--- config.mk ---
export PLATFORM = sky130hd
export DESIGN_NAME = mod_add_sub_seq
export DESIGN_NICKNAME = d
export VERILOG_FILES = /design/src/rtl/mod_add_sub_seq.sv
export SDC_FILE = /design/constraint.sdc
export NUM_CORES = 2
export LEC_CHECK = 0
export CORE_AREA = 2 2 403 405
export DETAILED_ROUTE_END_ITERATION = 6
export DIE_AREA = 0 0 405 407
export MAX_ROUTING_LAYER = met4
export PLACE_DENSITY = 0.62
export RECOVER_POWER = 50
export SYNTH_ARGS = -nofsm -noshare
export SYNTH_HDL_FRONTEND = slang
export SYNTH_SLANG_ARGS = --single-unit
--- constraint.sdc ---
create_clock -name clk -period 58.7 [get_ports clk]
set_clock_uncertainty 0.05 [all_clocks]
set_input_delay 8.805 -clock clk [delete_from_list [all_inputs] [get_ports clk]]
set_output_delay 8.805 -clock clk [all_outputs]
set_load 0.01 [all_outputs]
--- src/rtl/mod_add_sub_seq.sv ---
// mod_add_sub_seq: limb-serial (a +/- b) mod p over two fixed passes of one W-bit slice.
// Define MOD_ADD_SUB_RANGE_CHECK_EN to build the a>=p / b>=p range check driving err.
module mod_add_sub_seq #(
  parameter int N = 256,
  parameter int W = 64
) (
  input  logic         clk,
  input  logic         rst,
  input  logic         in_valid,
  output logic         in_ready,
  input  logic         op,
  input  logic [N-1:0] a,
  input  logic [N-1:0] b,
  input  logic [N-1:0] p,
  output logic         out_valid,
  input  logic         out_ready,
  output logic [N-1:0] result,
  output logic         err
);
  localparam int L = N / W;
  localparam int CW = (L > 1) ? $clog2(L) : 1;
  localparam logic [CW-1:0] LAST = CW'(L - 1);
  typedef enum logic [2:0] {IDLE, PASS1, PASS2, SEL, DONE} state_t;
  state_t state_q, state_d;
  logic [CW-1:0] cnt_q, cnt_d;
  logic op_q, op_d, cy_q, cy_d, c1_q, c1_d, err_q, err_d;
  logic [N-1:0] a_q, a_d, b_q, b_d, p_q, p_d, t_q, t_d, u_q, u_d, res_q, res_d;
  logic [N-1:0] p_rot;
  logic [W-1:0] x, y;
  logic [W:0] s;
`ifdef MOD_ADD_SUB_RANGE_CHECK_EN
  logic ga_q, ga_d, gb_q, gb_d;
`endif
  // One shared slice: PASS1 adds a and (+/-)b, PASS2 adds t and (-/+)p.
  assign x = (state_q == PASS1) ? a_q[W-1:0] : t_q[W-1:0];
  assign y = (state_q == PASS1) ? (op_q ? ~b_q[W-1:0] : b_q[W-1:0])
                                : (op_q ? p_q[W-1:0] : ~p_q[W-1:0]);
  assign s = {1'b0, x} + {1'b0, y} + {{W{1'b0}}, cy_q};
  assign p_rot = (p_q >> W) | (p_q << (N - W));
  assign in_ready = state_q == IDLE;
  assign out_valid = state_q == DONE;
  assign result = res_q;
  assign err = err_q;
  always_comb begin
    state_d = state_q;
    cnt_d = cnt_q;
    op_d = op_q;
    cy_d = cy_q;
    c1_d = c1_q;
    err_d = err_q;
    a_d = a_q;
    b_d = b_q;
    p_d = p_q;
    t_d = t_q;
    u_d = u_q;
    res_d = res_q;
`ifdef MOD_ADD_SUB_RANGE_CHECK_EN
    ga_d = ga_q;
    gb_d = gb_q;
`endif
    unique case (state_q)
      IDLE: if (in_valid) begin
        op_d = op;
        a_d = a;
        b_d = b;
        p_d = p;
        cy_d = op;
        cnt_d = '0;
        state_d = PASS1;
`ifdef MOD_ADD_SUB_RANGE_CHECK_EN
        ga_d = 1'b1;
        gb_d = 1'b1;
`endif
      end
      PASS1: begin
        a_d = a_q >> W;
        b_d = b_q >> W;
        p_d = p_rot;
        t_d = (t_q >> W) | (N'(s[W-1:0]) << (N - W));
        cy_d = s[W];
        cnt_d = cnt_q + CW'(1);
`ifdef MOD_ADD_SUB_RANGE_CHECK_EN
        // LSB-first >= chains: a higher limb decides, equal limbs defer to lower ones.
        ga_d = (a_q[W-1:0] > p_q[W-1:0]) | ((a_q[W-1:0] == p_q[W-1:0]) & ga_q);
        gb_d = (b_q[W-1:0] > p_q[W-1:0]) | ((b_q[W-1:0] == p_q[W-1:0]) & gb_q);
`endif
        if (cnt_q == LAST) begin
          c1_d = s[W];
          cy_d = ~op_q;
          cnt_d = '0;
          state_d = PASS2;
        end
      end
      PASS2: begin
        t_d = (t_q >> W) | (t_q << (N - W));
        p_d = p_rot;
        u_d = (u_q >> W) | (N'(s[W-1:0]) << (N - W));
        cy_d = s[W];
        cnt_d = cnt_q + CW'(1);
        if (cnt_q == LAST) begin
          cnt_d = '0;
          state_d = SEL;
        end
      end
      SEL: begin
        // cy_q now holds the PASS2 carry (not-borrow for add).
        res_d = (op_q ? ~c1_q : (c1_q | cy_q)) ? u_q : t_q;
`ifdef MOD_ADD_SUB_RANGE_CHECK_EN
        err_d = ga_q | gb_q;
`else
        err_d = 1'b0;
`endif
        state_d = DONE;
      end
      DONE: state_d = out_ready ? IDLE : DONE;
      default: state_d = IDLE;
    endcase
  end
  always_ff @(posedge clk or posedge rst) begin
    if (rst) begin
      state_q <= IDLE;
      cnt_q <= '0;
      op_q <= 1'b0;
      cy_q <= 1'b0;
      c1_q <= 1'b0;
      err_q <= 1'b0;
      a_q <= '0;
      b_q <= '0;
      p_q <= '0;
      t_q <= '0;
      u_q <= '0;
      res_q <= '0;
    end else begin
      state_q <= state_d;
      cnt_q <= cnt_d;
      op_q <= op_d;
      cy_q <= cy_d;
      c1_q <= c1_d;
      err_q <= err_d;
      a_q <= a_d;
      b_q <= b_d;
      p_q <= p_d;
      t_q <= t_d;
      u_q <= u_d;
      res_q <= res_d;
    end
  end
`ifdef MOD_ADD_SUB_RANGE_CHECK_EN
  always_ff @(posedge clk or posedge rst) begin
    if (rst) begin
      ga_q <= 1'b0;
      gb_q <= 1'b0;
    end else begin
      ga_q <= ga_d;
      gb_q <= gb_d;
    end
  end
`endif
endmodule

== Yosys cells after proc, flatten, opt, wreduce, memory -nomap -nowiden ==
Cells that the tools add are included.
Word-level totals
  output and inout bits: 259
  register bits: 1544
  logic and storage cells: 67
  bits of input ports: 773
Cells by class
  bitwise logic cells: 9
  reduce and logical (&&, ||, !) cells: 12
  multiplexer cells: 24
  add/subtract/negate cells: 3
  equal/unequal tests: 8
Operator list (count)
  case mux 256 bit (2 select lines): 4
  two-way mux 256 bit: 4
  bitwise OR 192 x 256 -> 256 bit: 4
  two-way mux 64 bit: 4
  NOT 64 bit: 2
  adder 64 x 64 -> 65 bit: 1
  adder 65 x 1 -> 65 bit: 1
  case mux 3 bit (5 select lines): 1
  two-way mux 3 bit: 4
  AND reduction 2 bit: 5
  == test 3 x 2 -> 1 bit (second input constant): 2
  nonzero test 2 bit: 3
  two-way mux 2 bit: 2
  != test 2 bit (second input constant): 2
  case mux 2 bit (2 select lines): 1
  == test 3 x 1 -> 1 bit (second input constant): 1
  == test 3 bit (second input constant): 1
  logical NOT 3 bit: 1
  two-way mux 1 bit: 3
  case mux 1 bit (3 select lines): 1
  AND reduction 3 bit: 1
  nonzero test 3 bit: 1
  adder 2 x 1 -> 2 bit (second input constant): 1
  == test 2 bit (second input constant): 1
  4 further kinds: 5

== Depth between registers and ports, before layout ==
  depth after elaboration: 7
  gate-level depth with buffers: 22
  depth with buffers taken out: 17

== Worst setup path after synthesis ==
OpenSTA, ideal clock, no wires.
  path kind: reg-to-output
  start point: register state_q[0]
  end point: output port out_valid
  data arrival time: 1.504 ns
  cell stages (with the launch flop): 7
  path buffers: 3
  data required time: 49.845 ns
  path slack: 48.341 ns
  cells stage by stage: dfrtp_1 -> clkbuf_1 -> nor2_1 -> clkbuf_1 -> clkbuf_1 -> nand2_1 -> inv_1
Between the ends
  longest elaborated chain between the ends: 1
Ends and longest elaborated chain
  from (decl): RTL line 24  | state_t state_q, state_d;
  from (signal assigned): RTL line 134  | state_q <= state_d;
  == test 3 bit: RTL line 41  | assign out_valid = state_q == DONE;
  to (decl): RTL line 15  | output logic out_valid,
No other way between the ends.

== Worst setup path in the final report ==
  start point: input port in_valid
  end point: register a_q[57]
Between the ends
  longest elaborated chain between the ends: 2
Ends and longest elaborated chain
  from (decl): RTL line 9  | input logic in_valid,
  != test 2 bit (no source line)
  AND reduction 2 bit (no source line)
  to (signal assigned): RTL line 127  | a_q <= '0;
  to (signal assigned): RTL line 140  | a_q <= a_d;
  to (decl): RTL line 27  | logic [N-1:0] a_q, a_d, b_q, b_d, p_q, p_d, t_q, t_d, u_q, u_d, res_q, res_d;
No other way between the ends.
A chain may end at the register's enable or synchronous reset.

==> qor.csv <==
metric;value;unit
vias in the first global route;56368;
commonest non-fill, non-tap cell in the layout;nand2_1;
Startpoint Class;primary input;
initial antenna violation count;113;
Die Ht;407;µm
Cell Rows;147;
FF/Latch Area;38600;µm²
Mapped Cells;7847;
Clk Latency, worst-skew pair;0.82;ns
area leader, netlist;dfrtp_1;
Synth area leaders;dfrtp_1 56%, nand2_1 16%, o21ai_0 5.1%;
DRT iter0 DRCs;6065;
Final setup viols;0;
total detailed-routing wirelength;267;mm
Seq cells post-synth;1544;
area share of the largest cell type after synthesis;55.7;%
routability congestion estimate;0.943;
Port Buf Inserts;1030;
share of cells above drive strength 1;3.78;%
area grow syn2layout;24.5;%
CTS tree;built;
vias;59768;
I/O pin cnt;1032;
CTS H-tree depth;4;
sequential area share after synthesis;55.7;%
WP buf/inv;5;
status;finished, violations left;
Post-CTS Resized;0;
first-pass GRT wire length;384;mm
Fillers;14812;
commonest cells after routing, fill and taps aside;2929 x nand2_1, 1544 x dfrtp_1, 798 x clkdlybuf4s50_1, 710 x o21ai_0, 469 x nor2_1;
CP delay by family, top;buffers and inverters;
number of synthesized flops with an enable pin;0;
clk root buf;clkbuf_16;
Netlist cell types;69;
CTS sink cnt;1544;
Clock Pin Slew Worst Setup and Hold Paths;0.06;ns
relative slew slack;-630;%
die area;165000;µm²
Slew @ Worst Pin;10.94;ns
Die W;405;µm
Synthesis Warnings;0;
DR DRC count;0;
setup slack after layout;37.65;ns
Routed Antenna Nets;1;
area of the multi-input gates;28400;µm²
grt total ovfl;0;
Num CTS Buffers;166;
Final Hold Vio Count;0;
Async S/R FF share, synth;100;%
Most common cell on crit path;buf_4;
HPWL after DPL;196;mm
cts hold-fix bufs;0;
wire length per cell;24.5;µm
clk buf depth;3;
max-slew violations;1987;
Final Instance Area;86300;µm²
Fmax;0.0475;GHz
post-CTS setup buffers;0;
All-Layer GR Usage;32.6;%
violated checks;antenna violations, max-capacitance violations, max-slew violations;
placed cell area;80800;µm²
Top FF cell, synth;dfrtp_1;
RSZ-0062 raised after global routing;false;
Net Count, Synth;8686;
CP required;59.36;ns
worst path cell trace;dlygate4sd3_1 -> o21a_1 -> clkbuf_1 -> buf_4 -> buf_4 -> buf_4 -> nor2_1 -> a31oi_1;
fin crit share;35.9;%
kind of end point of the critical path;register;
Worst EP arrival;21.71;ns
pre-CTS setup slack;44.39;ns
layout net count;9363;
Worst Hold Class;register to register;
Initial Util;43.3;%
Crit path largest cell delay;7.52;ns
max cap viols;25;
Period minus WS final;21.05;ns
Mapped Area;69300;µm²
crit path kind;primary input to register;
crit-path max FO;269;
setup_tns;0;ns
synthesized area per cell;8.84;µm²
Core ar.;160000;µm²
vias per inst;5.48;
slowest CP cell;clkbuf_1;
First-pass DRT Iterations;6;
largest net degree at the start of global routing;321;
## cell usage after synthesis, drive strengths merged, types with 3 or more instances
cell type and count:
o221a 3, nand2b 8, dfrtp 1544, or2 5
clkbuf 535, xnor2 99, nand3b 3, o21bai 10
nand2 2930, and3 13, a21oi 125, nand3 16
nand4 18, ha 64, o21a 9, o211ai 6
a311oi 4, buf 52, or4 5, o22ai 256
mux2i 257, inv 15, o21ai 715, nor2 472
nor2b 10, a31oi 409, nor3 15, a221o 3
a31o 3, mux2 3, xor2 26, or3 5
and2 7, a22oi 21, a21o 30, a211oi 8
a22o 117, o31ai 3
## final cells by class
class,count,area share (%)
flip-flops and latches,1544,44.7
clock buffers,249,5.76
inverters,15,0.0667
diodes,97,0.281
repair buffers,1096,12.6
multi-input cells,5701,32.9
well taps,2160,3.13
clock inverters,40,0.617
## metal layers
metal | routed length (µm) | GRT usage (%) | vias to the layer above
li1 | - | - | 27891
met2 | 121000 | 47.8 | 2200
met1 | 116000 | 44.4 | 29244
met3 | 18500 | 6.48 | 433
met5 | 0 | - | -
met4 | 10900 | 13.5 | 0
## worst register-to-register path, cell delays in order, from the launching register on
cell      delay, ns
dfrtp_1        0.76
nand2b_1       0.29
or2_0          2.73
clkbuf_1       2.78
clkbuf_1       3.25
clkbuf_1       3.32
o21ai_0        0.58
## worst paths after layout
kind	start	slack, ns	depth (start not counted)	end
min	u_q[152]	0.42	2	u_q[88]
min reg2reg	u_q[152]	0.42	2	u_q[88]
max	in_valid	37.65	8	a_q[57]
max in group asynchronous	rst	41.57	7	p_q[55]
max reg2reg	state_q[0]	44.63	6	u_q[231]
min in group asynchronous	rst	9.69	2	result[116]
## metrics by stage
step | utilization [%] | hold slack, ns | cells
after floorplan | - | 0.395 | 7847
after global routing | 53.9 | 0.445 | 10895
final | 53.9 | 0.420 | 10902
after global placement | 50.4 | 0.406 | 10516
after CTS | 53.9 | 0.422 | 10805
after detailed placement | 50.4 | 0.411 | 10516
## registers in the layout, indices dropped and copies added, names as in the netlist
name and cells:
result 256, b_q 256, c1_q 1, cnt_q 2, cy_q 1, u_q 256
t_q 256, p_q 256, op_q 1, state_q 3, a_q 256
## cells by family after synthesis
logic type,synth area share (%)
XOR/XNOR,1.58
adder cells (fa/ha/maj),1.21
buffers and inverters,3.32
flip-flops,55.7
other,0.00541
AO/OA/AOI/OAI,15.0
AND/OR/NAND/NOR,19.4
multiplexers,3.76
Power is not shown: default switching activity piles up to over one toggle a cycle in this logic, so the estimate is an artifact.
